**src/rtl/lsu.sv**
```systemverilog
// lsu: RV32I load/store unit with one memory access in flight over a valid/ready port
module lsu #(
    parameter int XLEN = 32
) (
    input  logic            clk,
    input  logic            rst,
    input  logic            in_valid,
    output logic            in_ready,
    input  logic            in_wen,
    input  logic [2:0]      in_funct3,
    input  logic [XLEN-1:0] in_addr,
    input  logic [XLEN-1:0] in_wdata,
    output logic            mem_req_valid,
    input  logic            mem_req_ready,
    output logic [XLEN-1:0] mem_addr,
    output logic            mem_wen,
    output logic [XLEN-1:0] mem_wdata,
    output logic [3:0]      mem_wmask,
    input  logic            mem_rsp_valid,
    input  logic [XLEN-1:0] mem_rdata,
    output logic            out_valid,
    input  logic            out_ready,
    output logic [XLEN-1:0] out_rdata,
    output logic            out_err
);
    typedef enum logic [1:0] {IDLE, REQ, WAIT, DONE} state_t;

    state_t          state;
    logic            wen_q;
    logic [2:0]      funct3_q;
    logic [1:0]      off_q;
    logic            bad;
    logic [3:0]      wmask;
    logic [XLEN-1:0] wdata_sh;
    logic [7:0]      byte_v;
    logic [15:0]     half_v;
    logic [XLEN-1:0] load_v;

    assign in_ready = (state == IDLE);

    // Decode the incoming op: legality, alignment and store lane placement
    always_comb begin
        bad = (in_wen ? (in_funct3 > 3'd2) : (in_funct3 == 3'd3 || in_funct3[2:1] == 2'b11))
            || (in_funct3[1:0] == 2'b01 && in_addr[0])
            || (in_funct3[1:0] == 2'b10 && in_addr[1:0] != 2'b00);
        wmask = !in_wen ? 4'b0000
              : in_funct3[1:0] == 2'b00 ? 4'b0001 << in_addr[1:0]
              : in_funct3[1:0] == 2'b01 ? 4'b0011 << in_addr[1:0]
              : 4'b1111;
        wdata_sh = in_wdata << {in_addr[1:0], 3'b000};
    end

    // Pick the addressed lane out of the read word and extend it
    always_comb begin
        byte_v = mem_rdata[{off_q, 3'b000} +: 8];
        half_v = off_q[1] ? mem_rdata[31:16] : mem_rdata[15:0];
        load_v = funct3_q == 3'd0 ? {{24{byte_v[7]}}, byte_v}
               : funct3_q == 3'd4 ? {24'd0, byte_v}
               : funct3_q == 3'd1 ? {{16{half_v[15]}}, half_v}
               : funct3_q == 3'd5 ? {16'd0, half_v}
               : mem_rdata;
    end

    // Transaction FSM; every memory and writeback output is registered here
    always_ff @(posedge clk or posedge rst) begin
        if (rst) begin
            state         <= IDLE;
            wen_q         <= 1'b0;
            funct3_q      <= 3'd0;
            off_q         <= 2'd0;
            mem_req_valid <= 1'b0;
            mem_addr      <= '0;
            mem_wen       <= 1'b0;
            mem_wdata     <= '0;
            mem_wmask     <= 4'd0;
            out_valid     <= 1'b0;
            out_rdata     <= '0;
            out_err       <= 1'b0;
        end else begin
            case (state)
                IDLE: if (in_valid) begin
                    wen_q     <= in_wen;
                    funct3_q  <= in_funct3;
                    off_q     <= in_addr[1:0];
                    mem_addr  <= {in_addr[XLEN-1:2], 2'b00};
                    mem_wen   <= in_wen;
                    mem_wdata <= wdata_sh;
                    mem_wmask <= wmask;
                    if (bad) begin
                        state     <= DONE;
                        out_valid <= 1'b1;
                        out_err   <= 1'b1;
                        out_rdata <= '0;
                    end else begin
                        state         <= REQ;
                        mem_req_valid <= 1'b1;
                    end
                end
                REQ: if (mem_req_ready) begin
                    state         <= WAIT;
                    mem_req_valid <= 1'b0;
                end
                WAIT: if (mem_rsp_valid) begin
                    state     <= DONE;
                    out_valid <= 1'b1;
                    out_err   <= 1'b0;
                    out_rdata <= wen_q ? '0 : load_v;
                end
                DONE: if (out_ready) begin
                    state     <= IDLE;
                    out_valid <= 1'b0;
                end
            endcase
        end
    end
endmodule

```
**config.mk**
```make
export PLATFORM = sky130hd
export DESIGN_NAME = lsu
export DESIGN_NICKNAME = d
export VERILOG_FILES = /design/src/rtl/lsu.sv
export SDC_FILE = /design/constraint.sdc
export NUM_CORES = 1
export LEC_CHECK = 0
export CAP_MARGIN = 10
export CORE_MARGIN = 2
export CORE_UTILIZATION = 44
export DETAILED_ROUTE_END_ITERATION = 16
export PLACE_DENSITY = 0.88
export SLEW_MARGIN = 40
export SYNTH_ARGS = -nofsm -noshare
export SYNTH_HDL_FRONTEND = slang
export SYNTH_SLANG_ARGS = --single-unit
```
**constraint.sdc**
```tcl
create_clock -name clk -period 5 [get_ports clk]
set_clock_uncertainty 0.05 [all_clocks]
set_input_delay 1 -clock clk [delete_from_list [all_inputs] [get_ports clk]]
set_output_delay 1 -clock clk [all_outputs]
set_load 0.005 [all_outputs]
```
# After elaboration in Yosys (flattened, before gate mapping)
# Cells that the tools add are included.
totals:
  regBits: 109
  inputBits: 106
  word_cells: 80
classes:
  n_lt_le_gt_ge: 1
  n_eq_ne: 16
  shift: 4
  mux: 31
  n_reduce_logical: 17
op_table:
  columns: ["op", "n"]
  rows:
  - ["two-way mux 32 bit", 8]
  - ["case mux 32 bit (2 select lines)", 1]
  - ["indexed part select 32 x 6 -> 8 bit", 1]
  - ["left shift 32 x 5 -> 32 bit", 1]
  - ["two-way mux 16 bit", 1]
  - ["two-way mux 4 bit", 3]
  - ["AND reduction 4 bit", 3]
  - ["two-way mux 2 bit", 5]
  - ["inequality test 2 bit (second input constant)", 5]
  - ["two-way mux 1 bit", 9]
  - ["== test 2 bit (second input constant)", 4]
  - ["case mux 2 bit (4 select lines)", 1]
  - ["== test 3 bit (second input constant)", 2]
  - ["nonzero test 2 bit", 3]
  - ["AND reduction 5 bit", 1]
  - ["== test 2 x 1 -> 1 bit (second input constant)", 2]
  - ["zero test 2 bit", 2]
  - ["case mux 1 bit (2 select lines)", 2]
  - ["left shift 1 x 2 -> 4 bit (first input constant)", 1]
  - ["left shift 2 x 2 -> 4 bit (first input constant)", 1]
  - ["== test 3 x 1 -> 1 bit (second input constant)", 1]
  - ["== test 3 x 2 -> 1 bit (second input constant)", 1]
  - ["greater-than comparator 3 x 2 -> 1 bit (second input constant)", 1]
  - ["zero test 3 bit", 1]
  - ["other kinds (6)", 9]

# Logic depth before layout (Yosys ltp)
# Gate-level depths: netlist (run 1).
depth:
  ltp_word: 8
  depth_mapped: 9

# Worst setup path before layout (run 1)
# No wires, ideal clock.
synth_path:
  path_type: "input-to-reg"
  from: "input port in_addr[1]"
  to: "register out_rdata[0]"
  setup_ns: 0.066
  t_arrival_ns: 2.830
  setup_slack_ns: 2.054
  cell_stages: 9
  path_buffers: 3
  cell_sequence: "clkbuf_1 clkbuf_1 inv_1 ha_1 nor2b_1 o2111ai_2 and2_1 clkbuf_1 a22o_1"
synth_via:
  elab_chain_cells: 5
synth_rtl:
  columns: ["item", "line_no", "rtl"]
  rows:
  - ["from (decl)", "11", "input logic [XLEN-1:0] in_addr,"]
  - ["nonzero test 2 bit", "45", "|| (in_funct3[1:0] == 2'b10 && in_addr[1:0] != 2'b00);"]
  - ["logical AND 1 bit", "45", null]
  - ["logical OR 1 bit", "45", null]
  - ["inequality test 2 x 1 -> 1 bit (no line)", null, null]
  - ["AND reduction 4 bit (no line)", null, null]
  - ["to (signal assigned)", "107", "out_rdata <= wen_q ? '0 : load_v;"]
  - ["to (decl)", "23", "output logic [XLEN-1:0] out_rdata,"]
# No other way between the ends.
# A chain may end at the register's enable or synchronous reset.

# Final worst setup path (run 1)
layout_path:
  from: "input port in_addr[0]"
  to: "register out_rdata[5]"
layout_via:
  elab_chain_cells: 5
  elab_cells_between_ends: 7
  classes_between: "1 x eq/ne; 6 x reduce/logical"
layout_rtl:
  columns: ["item", "line_no"]
  rows:
  - ["nonzero test 2 bit / logical AND 1 bit (equally long branches)", "45, 44"]
  - ["logical AND 1 bit / logical OR 1 bit (equally long branches)", "45, 44"]
  - ["logical OR 1 bit *", "45"]
  - ["inequality test 2 x 1 -> 1 bit (no line) *", null]
  - ["AND reduction 4 bit (no line) *", null]
# Every way passes the cells marked *; elsewhere a longest branch is shown, timed or not.

==> impl_results.md, run 1 <==
* Required time of the critical path at 5.18 ns
* Synth area leader: dfrtp_1
* Register-to-Register Path Depth at 5
* Yosys reg bits at between 100 and 150
* Buffers inserted during post-CTS setup optimization at 0
* Crit Reg-Reg Endpoint: mem_addr[22]
* Post-synth ARST share at 1.00
* Slew HR at 0.479
* Die area at ~13000 um2
* TritonRoute pass-1 iters at 5
* Antenna viol nets, final at 0
* Post-CTS sizing at 0
* Layout cells sized above 1 at 0.119
* Initial Util at 0.449
* Clock slew at reported path FFs at around 0.07 ns
* CTS HTree Levels at 3
* First-pass GRT wire length at about 24 mm
* Ports at ~210
* Num CTS Buffers at 9
* Unique masters post-synth at 43
* Port bufs at between 200 and 250
* Dpl hpwl at 11.5 mm
* Core Box Area at around 12000 um2
* CP Cell Sequence: clkdlybuf4s50_1, buf_4, inv_1, ha_1, nor2b_1, o211ai_1, a32oi_2, buf_4, a22o_1
* Diodes inserted at 0
* WL/cell at 19.2 um
* Most frequent cell after synthesis: dfrtp_1
* Period utilization at 0.622
* Total global-route track usage at 0.232
* Ranking of synthesized cells by area: dfrtp_1 51%, mux2_2 9.2%, mux2i_1 5.2%
* Hold WC Path Type: flip-flop to flip-flop
* Post-Syn Area at approximately 5400 um2
* Worst-margin pin slew at about 0.8 ns
* Worst path most repeated cell: buf_4
* Worst-skew pair later-pin latency at approximately 0.34 ns
* Area grow syn2layout at 46.1%
* Fin Setup TNS at 0 ns
* PD cells at between 500 and 600 nW/um2
* Initial antenna violation count at 0
* CP Class: input pin to flip-flop
* CP peak stage delay at 0.47 ns
* Worst setup path end: out_rdata[5]
* Startpoint types: input pin
* TritonCTS clock tree: built
* DRC at 0
* Final Max Tran Viols at 0
* Final hold vios at 0
* Standard-cell rows at 40
* CP bufs+invs at 4
* Synth Warn # at 0
* Top cell type's share of synthesized area at 0.506
* Minimum clock period at just over 3 ns
* Status: completed
* Top Family by Delay on Critical Path: buffers and inverters
* Number of global-route vias before repair at around 4.6k
* Worst-path fanout max at 37
* CP Launch Point: in_addr[0]
* Mapped Avg Cell Area at ~12 um2
* RD Place Congestion at around 0.92
* Largest net degree at the start of global routing at 47
* Vias at 4600
* Clk sinks at between 100 and 150
* Synth Instances at 467
* Instance count on the critical path at 9
* Endpoints failing setup at 0
* DRT Wirelength at between 15 and 20 mm
* Finished layout cell area at 7880 um2
* Layout Nets at between 700 and 800
* Die extent in y at around 110 um
* Synth Flop Type: dfrtp_1
* R2r setup slk at ~2.6 ns
* VDD IR-drop max at about 300 uV
* F_max at ~320 MHz
* P_leak at 0.00335 uW
* Setup WS pre-CTS at approximately 1.6 ns
* R2r startpoint: state[0]
* Post-layout util at 0.656
* Total global routing overflow at 0
* Clock Path Buffers at 2
* Die X at around 110 um
* EDFF count, synth at 0
* CP Capture Type: flip-flop
* Synth top cells by count: 109 x dfrtp_1, 49 x nand2_1, 44 x mux2_2, 38 x o21ai_0, 33 x a21oi_1
* Area after DPL at between 7000 and 8000 um2
* 1st-iter DRT viols at roughly 470
* DR vias/cell at 5.67
* RSZ-0062 raised after global routing: no
* Max Cap Violations at 0
* Slowest cell on the critical path: clkdlybuf4s50_1
* Hold-fix buffers, CTS at 0
* Final Power at ~4400 uW
* Setup slack after layout at roughly 1.9 ns
* Seq/Total Area, Yosys at 0.506
* Clk root buf: clkbuf_16
* Crit path arrival time at roughly 3.3 ns
## sequential cells by signal (all words and copies together) (netlist names)
| signal | cells |
|---|---|
| mem_addr | 30 |
| state | 2 |
| mem_req_valid | 1 |
| out_rdata | 32 |
| mem_wdata | 32 |
| funct3_q | 3 |
| out_err | 1 |
| out_valid | 1 |
| off_q | 2 |
| mem_wmask | 4 |
| wen_q | 1 |
## layer usage
| metal | global-route usage | up-vias | routed length, um |
|---|---|---|---|
| met2 | 0.386 | 267 | 7550 |
| met5 | 0 | - | 0 |
| met1 | 0.292 | 2224 | 6120 |
| li1 | - | 2085 | - |
| met3 | 0.0715 | 24 | 1610 |
| met4 | 0.0731 | 0 | 285 |
## report_power, final
group          total, uW  internal, uW  switching, uW
sequential          1620          1300            320
clock                785           466            318
combinational       2030          1230            793
total               4430          3000           1430
## worst min path at each step
stage	from	end	cells after the start
2_1_floorplan	mem_wdata[10]	mem_wdata[10]	2
3_5_place_dp	mem_wdata[10]	mem_wdata[10]	2
5_1_grt	mem_wdata[10]	mem_wdata[10]	2
4_1_cts	mem_wdata[10]	mem_wdata[10]	2
6_report	mem_wdata[10]	mem_wdata[10]	2
3_3_place_gp	mem_wdata[9]	mem_wdata[9]	2
## area by class of cell
type	count	area, um2
well taps	147	184
multi-input cells	315	2460
inverters	11	43.8
flip-flops and latches	109	2730
clock buffers	11	253
fillers	919	4130
clock inverters	5	82.6
repair buffers	214	2130
## worst min-delay path, cell delays in order, from the launching register on
cell     delay, ns
dfrtp_1       0.34
nand2_1       0.05
o21ai_0       0.06
## through the flow
stage                     instances  hold slack, ns
after floorplan                 468           0.423
after global placement          796           0.414
after detailed placement        796           0.421
after CTS                       812           0.437
after global routing            812           0.458
final                           812           0.434
## cells by family after synthesis
group / share of synthesized area
mux: 0.181
flops: 0.506
simple gates: 0.0821
compound gates: 0.166
fa+ha+maj: 0.0209
buf+inv: 0.0429
other cells: 0.000695
## cells in the final DEF, fill, tap and decap left out, types with 10 or more instances in the layout
cell type	n
dfrtp_1	109
nand2_1	48
o21ai_0	38
nor2_1	10
inv_1	10
o2bb2ai_1	23
a22o_1	16
nor2b_1	12
clkdlybuf4s50_1	208
mux2_2	44
a21oi_1	33
mux2i_1	28
No activity file was read; power rests on OpenSTA's default activity.
==> run 2: changes to the inputs <==
==> constraint.sdc (replaced) <==
create_clock -name clk -period 3.2 [get_ports clk]
set_clock_uncertainty 0.05 [all_clocks]
set_input_delay 0.64 -clock clk [delete_from_list [all_inputs] [get_ports clk]]
set_output_delay 0.64 -clock clk [all_outputs]
set_load 0.005 [all_outputs]
==> impl_results.md, run 2 (synthesized netlist as in run 1, its figures left out) <==
* Status: completed
* Slew HR at 0.503 (+0.0243)
* Required time of the critical path at 3.42 ns (-1.76 ns)
* Diodes inserted at 0 (unchanged)
* CP Class: input pin to flip-flop
* P_int at 4610 uW (+54%)
* Crit path arrival time at 2.90 ns (-0.39 ns)
* Fillers at 903 (-1.7%)
* CP Cell Sequence: clkdlybuf4s50_1, inv_1, ha_1, nor2b_1, o211ai_1, a32oi_2, buf_4, o2bb2ai_1
* Commonest non-fill, non-tap cells in the layout: 208 x clkdlybuf4s50_1, 109 x dfrtp_1, 48 x nand2_1
* Clk root buf: clkbuf_16
* CP peak stage delay at 0.51 ns (+0.04 ns)
* Startpoint types: input pin
* Die area at 13200 um2 (unchanged)
* 1st-iter DRT viols at 292 (-37%)
* Largest registers: mem_wdata: 32 flops, out_rdata: 32 flops, mem_addr: 30 flops
* Initial Util at 0.449 (unchanged)
* Hold-fix buffers, CTS at 0 (unchanged)
* Worst-margin pin slew at 0.745 ns (-0.0345 ns)
* DRC at 0 (unchanged)
* Max Cap Violations at 0 (unchanged)
* TritonCTS clock tree: built
* Antenna viol nets, final at 0 (unchanged)
* Minimum clock period at around 2.7 ns
* Post-CTS sizing at 0 (unchanged)
* Switching Power at 2260 uW (+58%)
* Area after DPL at 7590 um2 (+0.71%)
* Clock slew at reported path FFs at 0.07 ns (about the same)
* Worst-path fanout max at 24 (-35%)
* TritonRoute pass-1 iters at 4 (-1)
* Clk sinks at 109 (unchanged)
* Worst-skew pair later-pin latency at 0.35 ns (about the same)
* WL/cell at 19.5 um (+1.5%)
* Finished layout cell area at 7900 um2 (+0.22%)
* Period utilization at 0.839
* CP bufs+invs at 3 (-1)
* VDD IR-drop max at 376 uV (+29%)
* CTS HTree Levels at 3 (unchanged)
* RSZ-0062 raised after global routing: no
* Layout cells sized above 1 at 0.124 (+0.00471)
* Dpl hpwl at 12.0 mm (+4.1%)
* Layout Nets at 782 (+0.90%)
* DR vias/cell at 5.60 (-1.1%)
* DP Cell Count at 803 (+0.88%)
* Number of global-route vias before repair at 4745 (+4.2%)
* Flop pwr share at 0.366 (about the same)
* P_leak at 0.00337 uW (+0.59%)
* Combinational Power Share at 0.468 (+0.010)
* Vias at 4590 (-0.22%)
* Commonest non-fill, non-tap cell in the layout: clkdlybuf4s50_1
* Total global-route track usage at 0.246 (+0.0140)
* First-pass GRT wire length at 25.0 mm (+5.8%)
* Largest net degree at the start of global routing at 49 (+4.3%)
* Area grow syn2layout at 46.4%
* Power share of the clock group at 0.166 (-0.011)
* Hold WC Path Type: flip-flop to flip-flop
* PD cells at 870 nW/um2 (+55%)
* Final Max Tran Viols at 0 (unchanged)
* Clock Path Buffers at 2 (unchanged)
* CP Capture Type: flip-flop
* Die X at 115 um (unchanged)
* Die extent in y at 115 um (unchanged)
* Standard-cell rows at 40 (unchanged)
* Fin Setup TNS at 0 ns (unchanged)
* Ports at 211 (unchanged)
* CP Launch Point: in_addr[1]
* Slowest cell on the critical path: a32oi_2
* Core Box Area at 12000 um2 (unchanged)
* R2r startpoint: state[0]
* Post-Layout Cell Count at 819 (+0.86%)
* Num CTS Buffers at 9 (unchanged)
* Initial antenna violation count at 0 (unchanged)
* Total global routing overflow at 0 (unchanged)
* F_max at roughly 370 MHz
* Hold wc startpoint: mem_wdata[9]
* Top Family by Delay on Critical Path: buffers and inverters
* DRT Wirelength at 15.9 mm (+2.4%)
* Endpoints failing setup at 0 (unchanged)
* Buffers inserted during post-CTS setup optimization at 0 (unchanged)
* Port bufs at 208 (unchanged)
* Final hold vios at 0 (unchanged)
* RD Place Congestion at 0.926 (+1.1%)
* Switching Fraction at 0.329 (+0.00585)
[run 2: power groups by stage]
stage	clock network, uW	logic [uW]	registers [uW]
after floorplan	0	1540	2430
final	1140	3220	2520
after CTS	1170	3240	2510
after detailed placement	0	3230	2520
after global placement	0	3120	2490
after global routing	1220	3480	2590
[run 2: worst paths after layout]
path	slack, ns	to	cells after the start
min	0.44	mem_wdata[9]	2
max	0.52	out_rdata[10]	8
max in group asynchronous	1.75	mem_wdata[2]	3
max reg2reg	0.65	out_rdata[10]	7
min reg2reg	0.44	mem_wdata[9]	2
min in group asynchronous	0.69	mem_addr[23]	2
[run 2: final cells by class]
class / count / area [um2] / area share
timing repair buffer: 221 / 2190 / 0.278
inverter: 11 / 45.0 / 0.00571
tap: 147 / 184 / 0.0233
multi-input combinational: 315 / 2440 / 0.310
clock inverter: 5 / 58.8 / 0.00745
clock buffer: 11 / 243 / 0.0307
sequential: 109 / 2730 / 0.345
[run 2: worst reg2reg max path: cells and delay by family (launching register included)]
kind,cells,cell delay [ns]
DFF,1,0.43
buffers and inverters,2,0.48
adders and majority gates,1,0.38
and+or+nand+nor,2,0.47
AOI/OAI and AO/OA,2,0.64
[run 2: metrics by stage]
step | power [uW] | hold slack, ns | utilization | setup WS (ns)
after CTS | 6920 | 0.436 | 0.657 | 0.526
final | 6870 | 0.436 | 0.657 | 0.516
after detailed placement | 5750 | 0.422 | 0.632 | 0.158
after floorplan | 3970 | 0.423 | - | 0.614
after global routing | 7290 | 0.457 | 0.657 | 0.348
after global placement | 5600 | 0.414 | 0.632 | 0.351
[run 2: routing by layer]
layer	vias up	GRT usage	share of wire
met4	0	0.124	0.035
met2	242	0.410	0.49
met3	39	0.0720	0.099
met5	-	0	0
met1	2212	0.291	0.38
li1	2097	-	-
==> run 3: changes to the inputs <==
==> constraint.sdc (replaced) <==
create_clock -name clk -period 2.6 [get_ports clk]
set_clock_uncertainty 0.05 [all_clocks]
set_input_delay 0.52 -clock clk [delete_from_list [all_inputs] [get_ports clk]]
set_output_delay 0.52 -clock clk [all_outputs]
set_load 0.005 [all_outputs]
==> impl_results.md, run 3 (synthesized netlist as in run 1, its figures left out) <==
* Number of global-route vias before repair at 4877 (+2.8%)
* Die X at 115 um (unchanged)
* Status: completed
* RSZ-0062 raised after global routing: no
* Layout cells sized above 1 at 0.130 (+0.00667)
* Hold Slack at 0.440 ns (+0.00443 ns)
* Area after DPL at 7650 um2 (+0.79%)
* Area grow syn2layout at 47.5%
* Highest Signal Layer: met4
* Post-CTS sizing at 0 (unchanged)
* Required time of the critical path at 2.03 ns (-1.39 ns)
* Worst-path fanout max at 11 (-54%)
* Largest registers: mem_wdata: 32 flops, out_rdata: 32 flops, mem_addr: 30 flops
* Core Box Area at 12000 um2 (unchanged)
* Worst-margin pin slew at 0.683 ns (-0.0626 ns)
* Vias at 4641 (+1.1%)
* Diodes inserted at 0 (unchanged)
* Ports at 211 (unchanged)
* Hold-fix buffers, CTS at 0 (unchanged)
* Clk root buf: clkbuf_16
* Post-layout util at 0.662 (+0.00500)
* Largest net degree at the start of global routing at 110 (+120%)
* CP Capture Type: primary output
* Clock Path Buffers at 2 (unchanged)
* Hold wc startpoint: mem_wdata[21]
* Hold WC Path Type: flip-flop to flip-flop
* Buffers inserted during post-CTS setup optimization at 0 (unchanged)
* R2r startpoint: state[0]
* Standard-cell rows at 40 (unchanged)
* F_max at a little over 400 MHz
* WL/cell at 19.0 um (-2.2%)
* Total global routing overflow at 0 (unchanged)
* Slew HR at 0.543 (+0.0401)
* Post-Layout Cell Count at 823 (+0.49%)
* Initial Util at 0.449 (unchanged)
* CTS HTree Levels at 3 (unchanged)
* Dpl hpwl at 11.5 mm (-4.1%)
* Initial antenna violation count at 0 (unchanged)
* Worst-skew pair later-pin latency at 0.35 ns (about the same)
* CP Launch Point: state[1]
* Period utilization at 0.956
* Clock slew at reported path FFs at 0.07 ns (about the same)
* Clk sinks at 109 (unchanged)
* Antenna viol nets, final at 0 (unchanged)
* Endpoints failing setup at 0 (unchanged)
* Routed wl met2 at 7.51 mm (-3.8%)
* P_leak at 0.00340 uW (+0.83%)
* Final hold vios at 0 (unchanged)
* PD cells at 1070 nW/um2 (+23%)
* VDD IR-drop max at 591 uV (+57%)
* Num CTS Buffers at 9 (unchanged)
* CP Class: flip-flop to primary output
* Max Cap Violations at 0 (unchanged)
* DRC at 0 (unchanged)
* DR vias/cell at 5.64 (+0.62%)
* Die extent in y at 115 um (unchanged)
* Port bufs at 208 (unchanged)
* RD Place Congestion at 0.905 (-2.2%)
* Startpoint types: flip-flop
* TritonRoute pass-1 iters at 5 (+1)
* Finished layout cell area at 7960 um2 (+0.76%)
* Layout Nets at 786 (+0.51%)
* Fin Setup TNS at 0 ns (unchanged)
* 1st-iter DRT viols at 357 (+22%)
* Commonest non-fill, non-tap cell in the layout: clkdlybuf4s50_1
* Commonest non-fill, non-tap cells in the layout: 208 x clkdlybuf4s50_1, 109 x dfrtp_1, 48 x nand2_1
* Crit path arrival time at 1.92 ns (-0.98 ns)
* Minimum clock period at approximately 2.5 ns
* Met3 WL post-DR at 1.51 mm (-4.1%)
* DRT Wirelength at 15.7 mm (-1.8%)
* DP Cell Count at 807 (+0.50%)
* First-pass GRT wire length at 24.7 mm (-0.97%)
* Total global-route track usage at 0.241 (-0.00537)
* TritonCTS clock tree: built
* Final Max Tran Viols at 0 (unchanged)
* Wl on met1 at 6.16 mm (+2.5%)
* Die area at 13200 um2 (unchanged)
run 3: cell types whose count changed in the layout (fill, tap and decap cells not counted), sizes merged:
cell      previous run  this run
buf                 13        17
clkbuf              11        10
clkinvlp             3         4
run 3: metal layers:
metal  vias to the layer above  global-route usage
met3                        40              0.0656
met4                         0               0.102
met2                       256               0.406
met1                      2239               0.292
li1                       2106                   -
met5                         -                   0
run 3: area by class of cell:
cell class / instances / area [um2]
Fill cell: 904 / 4060
Sequential cell: 109 / 2730
Multi-Input combinational cell: 315 / 2450
Timing Repair Buffer: 225 / 2250
Clock buffer: 10 / 229
Tap cell: 147 / 184
Clock inverter: 6 / 72.6
Inverter: 11 / 45.0
run 3: final timing paths:
path / endpoint / slack [ns] / cells past startpoint
setup / recovery: in_ready / 0.11 / 3
hold / removal: mem_wdata[21] / 0.44 / 2
setup reg to reg: out_rdata[11] / 0.34 / 7
hold reg to reg: mem_wdata[21] / 0.44 / 2
max in group asynchronous: out_rdata[6] / 1.38 / 3
min in group asynchronous: out_rdata[18] / 0.55 / 3
run 3: where the power goes:
group          internal, uW  switching [uW]
Clock                   756             639
Combinational          2450            1640
Sequential             2490             534
run 3: per-stage QoR:
stage	setup WS, ns	power, uW
2_1_floorplan	0.134	4890
3_3_place_gp	0.106	6950
3_5_place_dp	0.0390	7110
4_1_cts	0.0963	8560
5_1_grt	0.0186	9020
6_report	0.114	8510
run 3: worst max-delay path: stages (launching register included):
cell and delay [ns]:
dfrtp_1 0.41, inv_1 0.13, ha_1 0.44, clkdlybuf4s50_1 0.59
